===== src/rtl/fifo_wr_arbiter_pkg.sv =====
// Shared definitions for the FIFO write-side arbiter and its helpers.
//   arb_state_e : arbiter FSM state encoding (IDLE, WRITE, GAP)
//   FULL_LAG    : cycles by which the FIFO full flag trails a write
//   clog2       : index width helper that never returns less than 1
package fifo_arb_pkg;

  typedef enum logic [1:0] {
    IDLE  = 2'd0,
    WRITE = 2'd1,
    GAP   = 2'd2
  } arb_state_e;

  localparam int unsigned FULL_LAG = 2;

  function automatic int unsigned clog2(input int unsigned v);
    int unsigned r;
    r = 0;
    for (int unsigned i = 0; i < 32; i++) begin
      if ((64'(1) << i) < 64'(v)) r = i + 1;
    end
    return (r == 0) ? 1 : r;
  endfunction

endpackage


===== src/rtl/fifo_wr_arbiter_if.sv =====
// Requester / FIFO-write bundle for fifo_wr_arbiter.
//   req, req_data : per-requester request and packed data (slice i at i*WIDTH)
//   ack           : one-hot word-taken pulse
//   fifo_full     : FIFO full flag (lags writes by FULL_LAG cycles)
//   fifo_wr_en, fifo_wr_data : FIFO write port
//   grant_id      : index of the last granted requester
//   busy          : arbiter is in WRITE or GAP
// master = arbiter side, slave = requesters + FIFO side.
interface fifo_wr_arbiter_if
  import fifo_arb_pkg::*;
#(
  parameter int unsigned WIDTH = 64,
  parameter int unsigned NREQ  = 4
);
  localparam int unsigned IW = clog2(NREQ);

  logic [NREQ-1:0]       req;
  logic [NREQ*WIDTH-1:0] req_data;
  logic [NREQ-1:0]       ack;
  logic                  fifo_full;
  logic                  fifo_wr_en;
  logic [WIDTH-1:0]      fifo_wr_data;
  logic [IW-1:0]         grant_id;
  logic                  busy;

  modport master (
    input  req, req_data, fifo_full,
    output ack, fifo_wr_en, fifo_wr_data, grant_id, busy
  );

  modport slave (
    output req, req_data, fifo_full,
    input  ack, fifo_wr_en, fifo_wr_data, grant_id, busy
  );

endinterface


===== src/rtl/fifo_wr_arbiter_rr_pick.sv =====
// Combinational round-robin priority encoder.
//   elig  : eligibility vector
//   ptr   : last granted index; search starts at ptr+1 and wraps
//   idx   : first eligible index found
//   valid : some requester is eligible
module rr_pick #(
  parameter int unsigned NREQ = 4,
  parameter int unsigned IW   = 2
) (
  input  logic [NREQ-1:0] elig,
  input  logic [IW-1:0]   ptr,
  output logic [IW-1:0]   idx,
  output logic            valid
);

  // Two ascending passes: indices above ptr first, then the wrapped part.
  always_comb begin
    idx   = '0;
    valid = 1'b0;
    for (int unsigned j = 0; j < NREQ; j++) begin
      if (!valid && elig[j] && (IW'(j) > ptr)) begin
        valid = 1'b1;
        idx   = IW'(j);
      end
    end
    for (int unsigned j = 0; j < NREQ; j++) begin
      if (!valid && elig[j] && (IW'(j) <= ptr)) begin
        valid = 1'b1;
        idx   = IW'(j);
      end
    end
  end

endmodule


===== src/rtl/fifo_wr_arbiter.sv =====
// Round-robin write-side arbiter for the dual-clock FIFO write port.
// Shares one FIFO write port between NREQ requesters and inserts WR_GAP
// idle cycles after each write so the lagging full flag is never outrun.
//   wr_clk : write-domain clock
//   rst_n  : synchronous active-low reset
//   bus    : requester handshake + FIFO write port (master modport)
module fifo_wr_arbiter
  import fifo_arb_pkg::*;
#(
  parameter int unsigned WIDTH     = 64,
  parameter int unsigned NREQ      = 4,
  parameter int unsigned MAX_BURST = 1,
  parameter int unsigned WR_GAP    = FULL_LAG
) (
  input  logic                wr_clk,
  input  logic                rst_n,
  fifo_wr_arbiter_if.master   bus
);

  localparam int unsigned IW = clog2(NREQ);
  localparam int unsigned GW = clog2(WR_GAP + 1);

  arb_state_e       state_q, state_d;
  logic [IW-1:0]    ptr_q;
  logic [3:0]       burst_q, burst_d;
  logic [GW-1:0]    gap_q, gap_d;
  logic [NREQ-1:0]  ack_q, ack_d;
  logic             wr_en_q;
  logic [WIDTH-1:0] data_q, sel_data;
  logic [IW-1:0]    gid_q;
  logic             busy_q;

  logic [NREQ-1:0]  elig;
  logic [IW-1:0]    rr_idx, sel;
  logic             rr_valid;
  logic             owner_in_burst, owner_keep, owner_hold, can_issue, issue;

  // A requester whose ack is high this cycle still shows its old word.
  assign elig = bus.req & ~ack_q;

  rr_pick #(
    .NREQ (NREQ),
    .IW   (IW)
  ) u_pick (
    .elig  (elig),
    .ptr   (ptr_q),
    .idx   (rr_idx),
    .valid (rr_valid)
  );

  // burst_q == 0 means no owner yet (after reset), so the pointer alone decides.
  assign owner_in_burst = (burst_q != 4'd0) && (burst_q < 4'(MAX_BURST)) && bus.req[ptr_q];
  assign owner_keep     = owner_in_burst && !ack_q[ptr_q];
  // Owner mid-burst but still in its ack cycle: wait for it instead of rotating.
  assign owner_hold     = owner_in_burst && ack_q[ptr_q];
  assign can_issue      = !bus.fifo_full && !owner_hold && (owner_keep || rr_valid);
  assign sel            = owner_keep ? ptr_q : rr_idx;

  always_comb begin
    sel_data = '0;
    for (int unsigned j = 0; j < NREQ; j++) begin
      if (sel == IW'(j)) sel_data = bus.req_data[j*WIDTH +: WIDTH];
    end
  end

  always_comb begin
    burst_d = 4'd1;
    if (owner_keep) burst_d = (burst_q == 4'hF) ? burst_q : burst_q + 4'd1;
  end

  // Gap expiry uses the same issue rule as IDLE so writes can be WR_GAP+1 apart.
  always_comb begin
    state_d = state_q;
    gap_d   = gap_q;
    issue   = 1'b0;
    case (state_q)
      IDLE: begin
        if (can_issue) begin
          issue   = 1'b1;
          state_d = WRITE;
        end
      end
      WRITE: begin
        if (WR_GAP > 0) begin
          state_d = GAP;
          gap_d   = GW'(1);
        end else if (can_issue) begin
          issue   = 1'b1;
          state_d = WRITE;
        end else begin
          state_d = IDLE;
        end
      end
      GAP: begin
        if (gap_q >= GW'(WR_GAP)) begin
          gap_d = '0;
          if (can_issue) begin
            issue   = 1'b1;
            state_d = WRITE;
          end else begin
            state_d = IDLE;
          end
        end else begin
          gap_d = (gap_q == '1) ? gap_q : gap_q + GW'(1);
        end
      end
      default: begin
        state_d = IDLE;
        gap_d   = '0;
      end
    endcase
  end

  always_comb begin
    ack_d = '0;
    if (issue) ack_d[sel] = 1'b1;
  end

  always_ff @(posedge wr_clk) begin
    if (!rst_n) begin
      state_q <= IDLE;
      ptr_q   <= IW'(NREQ - 1);
      burst_q <= '0;
      gap_q   <= '0;
      ack_q   <= '0;
      wr_en_q <= 1'b0;
      data_q  <= '0;
      gid_q   <= '0;
      busy_q  <= 1'b0;
    end else begin
      state_q <= state_d;
      gap_q   <= gap_d;
      ack_q   <= ack_d;
      wr_en_q <= issue;
      busy_q  <= (state_d != IDLE);
      if (issue) begin
        data_q  <= sel_data;
        gid_q   <= sel;
        ptr_q   <= sel;
        burst_q <= burst_d;
      end
    end
  end

  assign bus.ack          = ack_q;
  assign bus.fifo_wr_en   = wr_en_q;
  assign bus.fifo_wr_data = data_q;
  assign bus.grant_id     = gid_q;
  assign bus.busy         = busy_q;

endmodule


===== src/flat_wrapper.sv =====
// flat-port wrapper written by rule: the top's interface ports become plain ports
module fifo_wr_arbiter_flat import fifo_arb_pkg::*;
#(
  parameter int unsigned WIDTH     = 64,
  parameter int unsigned NREQ      = 4,
  parameter int unsigned MAX_BURST = 1,
  parameter int unsigned WR_GAP    = FULL_LAG
)
  (wr_clk, rst_n, bus_req, bus_req_data, bus_fifo_full, bus_ack, bus_fifo_wr_en, bus_fifo_wr_data, bus_grant_id, bus_busy);
  fifo_wr_arbiter_if #(.WIDTH(WIDTH), .NREQ(NREQ)) bus_i ();
  input  logic wr_clk;
  input  logic rst_n;
  input wire logic [$bits(bus_i.req)-1:0] bus_req;
  input wire logic [$bits(bus_i.req_data)-1:0] bus_req_data;
  input wire logic [$bits(bus_i.fifo_full)-1:0] bus_fifo_full;
  output wire logic [$bits(bus_i.ack)-1:0] bus_ack;
  output wire logic [$bits(bus_i.fifo_wr_en)-1:0] bus_fifo_wr_en;
  output wire logic [$bits(bus_i.fifo_wr_data)-1:0] bus_fifo_wr_data;
  output wire logic [$bits(bus_i.grant_id)-1:0] bus_grant_id;
  output wire logic [$bits(bus_i.busy)-1:0] bus_busy;
  assign bus_i.req = bus_req;
  assign bus_i.req_data = bus_req_data;
  assign bus_i.fifo_full = bus_fifo_full;
  assign bus_ack = bus_i.ack;
  assign bus_fifo_wr_en = bus_i.fifo_wr_en;
  assign bus_fifo_wr_data = bus_i.fifo_wr_data;
  assign bus_grant_id = bus_i.grant_id;
  assign bus_busy = bus_i.busy;
  fifo_wr_arbiter #(.WIDTH(WIDTH), .NREQ(NREQ), .MAX_BURST(MAX_BURST), .WR_GAP(WR_GAP)) u_core (.wr_clk(wr_clk), .rst_n(rst_n), .bus(bus_i));
endmodule

===== config.mk =====
export PLATFORM = sky130hd
export DESIGN_NAME = fifo_wr_arbiter_flat
export DESIGN_NICKNAME = d
export VERILOG_FILES = /design/src/rtl/fifo_wr_arbiter_pkg.sv /design/src/rtl/fifo_wr_arbiter_if.sv /design/src/rtl/fifo_wr_arbiter_rr_pick.sv /design/src/rtl/fifo_wr_arbiter.sv /design/src/flat_wrapper.sv
export SDC_FILE = /design/constraint.sdc
export NUM_CORES = 1
export LEC_CHECK = 0
export ABC_AREA = 1
export CORE_AREA = 2 2 131 133
export CTS_CLUSTER_SIZE = 28
export DETAILED_ROUTE_END_ITERATION = 12
export DIE_AREA = 0 0 133 135
export GPL_TIMING_DRIVEN = 0
export PLACE_DENSITY = 0.76
export SYNTH_ARGS = -nofsm -noshare
export SYNTH_HDL_FRONTEND = slang
export SYNTH_SLANG_ARGS = --single-unit

===== constraint.sdc =====
create_clock -name wr_clk -period 5.2 [get_ports wr_clk]
set_input_delay 1.04 -clock wr_clk [delete_from_list [all_inputs] [get_ports wr_clk]]
set_output_delay 1.04 -clock wr_clk [all_outputs]
set_load 0.03 [all_outputs]

# Yosys cells after proc, flatten, opt, wreduce, memory -nomap -nowiden
# Index checks and enable logic that the tools add are counted.
[totals] in_bits=263 register_bits=82 output_inout_bits=72 word_cells=114
[op_classes] muxes=38 bitwise=3 reduce_logical=40 addsub=2 n_lt_le_gt_ge=13 n_eq_ne=9
[op_table] op="64-bit two-way mux" count=4
[op_table] op="1-bit logical AND" count=22
[op_table] op="2-bit two-way mux" count=11
[op_table] op="1-bit two-way mux" count=15
[op_table] op="2-bit case mux with 3 select lines" count=2
[op_table] op="1-bit logical NOT" count=10
[op_table] op="2-bit == test (second input constant)" count=4
[op_table] op="4-bit two-way mux" count=2
[op_table] op="2-bit by 3-bit less-than comparator with 1-bit output (second input constant)" count=2
[op_table] op="2-bit AND reduction" count=3
[op_table] op="4-bit by 1-bit adder with 4-bit output (second input constant)" count=1
[op_table] op="4-bit AND" count=1
[op_table] op="1-bit binary-select mux with 2-bit select" count=2
[op_table] op="2-bit by 1-bit == test with 1-bit output (second input constant)" count=2
[op_table] op="4-bit == test (second input constant)" count=1
[op_table] op="1-bit by 2-bit greater-than comparator with 1-bit output (first input constant)" count=2
[op_table] op="2-bit greater-than comparator (first input constant)" count=2
[op_table] op="1-bit by 2-bit less-or-equal comparator with 1-bit output (first input constant)" count=2
[op_table] op="2-bit less-or-equal comparator (first input constant)" count=2
[op_table] op="2-bit logical NOT" count=2
[op_table] op="4-bit by 1-bit less-than comparator with 1-bit output (second input constant)" count=1
[op_table] op="4-bit NOT" count=1
[op_table] op="4-bit nonzero test" count=1
[op_table] op="3-bit by 2-bit inequality test with 1-bit output (second input constant)" count=1
[op_table] op="other kinds (9)" count=9

# Longest topological paths before layout
[logic_depth] word_depth=38 mapped_depth=16 depth_no_buf=14

# By module
# From an unflattened synthesis, not the netlist that was laid out.
[unflattened] hier_cells=826 hier_area_um2=4888.4
[modules_own_cells] module="fifo_wr_arbiter" area_per_inst_um2=4767.1 seq_area_each_um2=1561.5 cells_each=803 instances=1
[modules_own_cells] module="rr_pick" area_per_inst_um2=121.4 seq_area_each_um2=0.0 cells_each=23 instances=1

# Least setup slack after synthesis
# OpenSTA, ideal clock, no wires.
[synth_path] path_type="input port to flip-flop" start="input bus_req[1]" end="register u_core.data_q[10], in the netlist u_core.bus.fifo_wr_data[10]" setup_ps=132 path_buffers=2 path_slack_ps=2772 required_time_ps=5068 stages=14 arrival_time_ps=2296 path_cell_list="inv_2 > nor2_4 > nand2_1 > nand2_1 > nor2_4 > nand4_4 > nand2_2 > buf_6 > buf_4 > nand3_1 > nand2_1 > inv_1 > nand2_1 > a21oi_1"
[synth_between] elab_chain_len=34 elab_cells_between_ends=56 classes_between="3 x eq/ne; 24 x mux; 1 x bitwise; 28 x reduce/logical"
[synth_lines] item="from (decl)" line_no="flat_wrapper.sv:13" text="input wire logic [$bits(bus_i.req)-1:0] bus_req;"
[synth_lines] item="4-bit AND" line_no="fifo_wr_arbiter.sv:39" text="assign elig = bus.req & ~ack_q;"
[synth_lines] item="1-bit logical AND (2 in series)" line_no="fifo_wr_arbiter_rr_pick.sv:21" text="if (!valid && elig[j] && (IW'(j) > ptr)) begin"
[synth_lines] item="1-bit two-way mux" line_no="fifo_wr_arbiter_rr_pick.sv:21"
[synth_lines] item="1-bit logical NOT" line_no="fifo_wr_arbiter_rr_pick.sv:21"
[synth_lines] item="1-bit logical AND (2 in series)" line_no="fifo_wr_arbiter_rr_pick.sv:21"
[synth_lines] item="1-bit two-way mux" line_no="fifo_wr_arbiter_rr_pick.sv:21"
[synth_lines] item="1-bit logical NOT" line_no="fifo_wr_arbiter_rr_pick.sv:21"
[synth_lines] item="1-bit logical AND (2 in series)" line_no="fifo_wr_arbiter_rr_pick.sv:21"
[synth_lines] item="[10 not listed]"
[synth_lines] item="1-bit logical AND (2 in series)" line_no="fifo_wr_arbiter_rr_pick.sv:27" text="if (!valid && elig[j] && (IW'(j) <= ptr)) begin"
[synth_lines] item="1-bit two-way mux" line_no="fifo_wr_arbiter_rr_pick.sv:27"
[synth_lines] item="1-bit logical NOT" line_no="fifo_wr_arbiter_rr_pick.sv:27"
[synth_lines] item="1-bit logical AND (2 in series)" line_no="fifo_wr_arbiter_rr_pick.sv:27"
[synth_lines] item="2-bit two-way mux" line_no="fifo_wr_arbiter_rr_pick.sv:27"
[synth_lines] item="2-bit two-way mux" line_no="fifo_wr_arbiter.sv:57" text="assign sel = owner_keep ? ptr_q : rr_idx;"
[synth_lines] item="2-bit logical NOT" line_no="fifo_wr_arbiter.sv:62" text="if (sel == IW'(j)) sel_data = bus.req_data[j*WIDTH +: WIDTH];"
[synth_lines] item="64-bit two-way mux (4 in series)" line_no="fifo_wr_arbiter.sv:62"
[synth_lines] item="to (signal assigned)" line_no="fifo_wr_arbiter.sv:137" text="data_q <= sel_data;"
[synth_lines] item="to (decl)" line_no="fifo_wr_arbiter.sv:29" text="logic [WIDTH-1:0] data_q, sel_data;"
# Several ways; a longest one is shown, not always the timed one. The select of a mux whose other input is x is not followed.
# A chain may end at the register's enable or synchronous reset.

# Worst setup path in the final report
[layout_path] start="input bus_req[1]" end="register u_core.data_q[4], in the netlist u_core.bus.fifo_wr_data[4]"
# The elaborated chain is that of the path after synthesis.

==> impl_results.md <==
- Root buf cell: sky130_fd_sc_hd__clkbuf_16
- Post-cts repair resize count: 0
- Maximum count of clock buffers along a single path: 2
- Power per cell area: ~280 mW/mm^2
- HPWL reported at the end of detailed placement: 19000 um
- Row Count: 47
- Cells on Worst Hold Path: 2
- Path depth of the worst reg2reg path: 11
- Commonest cells after routing, fill and taps aside: 419 x sky130_fd_sc_hd__nand2_1, 334 x sky130_fd_sc_hd__clkdlybuf4s50_1, 131 x sky130_fd_sc_hd__nand3_1, 128 x sky130_fd_sc_hd__inv_1, 78 x sky130_fd_sc_hd__dfxtp_1
- Crit share post-route: 0.606
- Minimum setup slack among reg-to-reg paths: 2.88 ns
- Wire length of the first global-routing pass: about 37000 um
- Most used flip-flop cell after synthesis: sky130_fd_sc_hd__dfxtp_1
- Post-synthesis average cell area: roughly 5.6 um^2
- Required time reported for the critical path endpoint: ~5.5 ns
- Height of the chip: between 100 and 150 um
- Final-report hold violation count: 0
- Final worst path period need: 3.15 ns
- TritonCTS clock tree: done
- Std-Cell Core Area: about 0.016 mm^2
- Final WL: ~24000 um
- Leakage dissipation: 0.00462 uW
- Die area: 0.0180 mm^2
- Proportion of netlist area held by the largest area contributor: 0.274
- Number of buffers added by the clock tree synthesis step: 9
- Number of setup violations in the final report: 0
- CP most frequent cell: sky130_fd_sc_hd__nand2_1
- Unique cell type count in the Yosys netlist: 30
- Unrepaired setup endpoints after global routing: false
- Number of antenna violations at the first check in global routing: 1
- Routability congestion estimate from global placement: 0.924
- Final sum of negative setup slack: 0 ns
- Top-level port count: 335
- Synthesized Nets: 1299
- Hold buffer count at cts: 0
- Initial drt markers: 379
- Most common cell after layout, fill and taps aside: sky130_fd_sc_hd__nand2_1
- Count of maximum capacitance violations: 0
- Final Max Slew Viols: 0
- Result of the run: finished, final reports clean
- Maximum fanout along the worst path: 10
- Routed wire per std cell: 15.0 um
- Number of sinks handled by clock tree synthesis: 78
- Post-synthesis instance total: 1031
- Routed metal-1 wirelength: 9980 um
- Number of global-route vias before repair: approximately 7000
- Total congestion overflow: 0
- Number of nets with antenna violations after routing: 0
- Fraction of layout cells with a size suffix above 1: 0.0572
- Slew HR: 0.560
- Post-layout net count: roughly 1600
- Warnings, synthesis: 0
- Clock transition at the registers of the reported paths: about 0.060 ns
- Leading cell types by total area after synthesis: sky130_fd_sc_hd__nand2_1 27%, sky130_fd_sc_hd__dfxtp_1 27%, sky130_fd_sc_hd__nand3_1 11%
- Critical-path top delay cell: sky130_fd_sc_hd__clkdlybuf4s50_1
- Total length of routed met2 wires: 11500 um
- Post-synthesis instance area: 0.00573 mm^2
- Routed via count: 7505
- Worst hold slack: around 0.46 ns
- Setup crit end kind: flip-flop
- DR pass1 iterations: 4
- Synthesis-to-finish area growth: 68.0%
- Total routing resource utilization after global routing: 0.263
- Biggest area consumer among synthesized cells: sky130_fd_sc_hd__nand2_1
- Slew of the pin with the lowest slew margin: approximately 0.66 ns
- Max frequency: 0.317 GHz
- Largest incremental delay on the critical path: 0.46 ns
- Sequential share of the synthesized area: 0.272
- Fraction of registers with async set or reset after synthesis: 0
- CP startpoint kind: input pin
- Die width: 133 um
- DR vias/cell: 4.68
- Worst-case vdd ir drop: 150 uV
- Total buffers and inverters traversed by the critical path: 3
- Worst path top cell family by delay: simple AND/OR/NAND/NOR gates
- # H-tree levels: 3
- Count of port buffers added during placement: approximately 330
- Pin count of the biggest net entering global routing: 15
- Category of the most critical setup path: in2reg
- FILL cells: between 1500 and 2000
- Logic depth of the worst path, buffers included: 13
- Worst min path class: reg2reg
- Final worst clock skew: 0.00918 ns
- Count of unresolved DRC violations after routing: 0
- Post-synth EDFFs: 0
- Met3 routed WL: 1860 um
- Initial cell density of the core: 0.349
- Top layer reached by signal wires: met4
- Worst EP arrival: approximately 3.4 ns
- Clock insertion delay at the later pin of the skew report: 0.35 ns
- Number of flip-flops and latches in the synthesized netlist: 78
- Setup Fix Bufs, Post-CTS: 0
- Critical path cell sequence: clkdlybuf4s50_1, inv_2, nor2_4, nand2_1, nand2_1, nor2_4, nand4_4, nand2_2, clkbuf_1, o21ai_0, nand2_1, nand2_1, a21oi_1
[metrics by stage]
step	total power [uW]	instance area, um^2	setup WS (ns)	instances	util
after global routing	2930	9630	1.85	1601	0.587
final	2730	9630	2.05	1602	0.587
after floorplan	1560	5730	2.77	1031	-
after global placement	2130	9350	1.73	1585	0.570
after detailed placement	2140	9350	1.69	1585	0.570
after CTS	2750	9630	2.04	1601	0.587
[metal layers]
metal | GRT usage | up-vias
li1 | - | 3909
met1 | 0.308 | 3297
met2 | 0.467 | 265
met3 | 0.0646 | 34
met4 | 0.0926 | 0
met5 | 0 | -
[worst paths after layout]
check / from / endpoint
min: u_core.bus.fifo_wr_data[1] / u_core.bus.fifo_wr_data[1]
min reg2reg: u_core.bus.fifo_wr_data[1] / u_core.bus.fifo_wr_data[1]
max reg2reg: u_core.bus.ack[1] / u_core.bus.fifo_wr_data[4]
max: bus_req[1] / u_core.bus.fifo_wr_data[4]
[flip-flops by register name (all words and copies together), names as in the netlist]
| register | count |
|---|---|
| u_core.bus.fifo_wr_data | 64 |
| u_core.bus.ack | 4 |
| u_core.bus.grant_id | 2 |
| u_core.gap_q | 2 |
| u_core.ptr_q | 2 |
| u_core.state_q | 2 |
| u_core.bus.busy | 1 |
| u_core.bus.fifo_wr_en | 1 |
[cells by family after synthesis]
| kind of cell | after synthesis | synth area share |
|---|---|---|
| flip-flops | 78 | 0.272 |
| AO/OA/AOI/OAI | 134 | 0.119 |
| buffers and inverters | 206 | 0.151 |
| adder cells (fa/ha/maj) | 5 | 0.0109 |
| AND/OR/NAND/NOR | 608 | 0.447 |
[area by class of cell]
cell class,count,area (um^2),share of cell area
flip-flops and latches,78,1560,0.162
diodes,1,2.50,0.000260
clock buffers,10,229,0.0238
plain buffers,73,364,0.0378
well taps,220,275,0.0286
clock inverters,6,46.3,0.00481
repair buffers,334,3340,0.347
inverters,133,502,0.0521
multi-input cells,747,3310,0.343
[report_power, final]
group          switching, uW  internal [uW]  leakage (uW)
registers               46.2            682      0.000639
logic                    822            580       0.00385
clock network            274            326      0.000129
[synth_stat cells (2+ instances only)]
cell,instances
sky130_fd_sc_hd__a21oi_1,61
sky130_fd_sc_hd__buf_2,39
sky130_fd_sc_hd__buf_4,5
sky130_fd_sc_hd__buf_6,3
sky130_fd_sc_hd__clkbuf_1,25
sky130_fd_sc_hd__dfxtp_1,78
sky130_fd_sc_hd__ha_1,5
sky130_fd_sc_hd__inv_1,128
sky130_fd_sc_hd__inv_2,3
sky130_fd_sc_hd__nand2_1,419
sky130_fd_sc_hd__nand2_2,4
sky130_fd_sc_hd__nand3_1,131
sky130_fd_sc_hd__nand3_2,2
sky130_fd_sc_hd__nand4_1,11
sky130_fd_sc_hd__nor2_1,25
sky130_fd_sc_hd__nor2_4,2
sky130_fd_sc_hd__nor3_1,2
sky130_fd_sc_hd__o211ai_1,2
sky130_fd_sc_hd__o21ai_0,54
sky130_fd_sc_hd__o21ai_1,14
sky130_fd_sc_hd__or2_0,6
sky130_fd_sc_hd__or2_2,4
[worst reg2reg max path, cell delays in order, from the launching register on]
cell and delay [ns]:
sky130_fd_sc_hd__dfxtp_1 0.39, sky130_fd_sc_hd__nor2_4 0.06, sky130_fd_sc_hd__nand2_1 0.11, sky130_fd_sc_hd__nand2_1 0.11, sky130_fd_sc_hd__nor2_4 0.16, sky130_fd_sc_hd__nand4_4 0.28, sky130_fd_sc_hd__nand2_2 0.29, sky130_fd_sc_hd__clkbuf_1 0.40
sky130_fd_sc_hd__o21ai_0 0.17, sky130_fd_sc_hd__nand2_1 0.11, sky130_fd_sc_hd__nand2_1 0.05, sky130_fd_sc_hd__a21oi_1 0.11
Power figures use the tool's default switching activity.
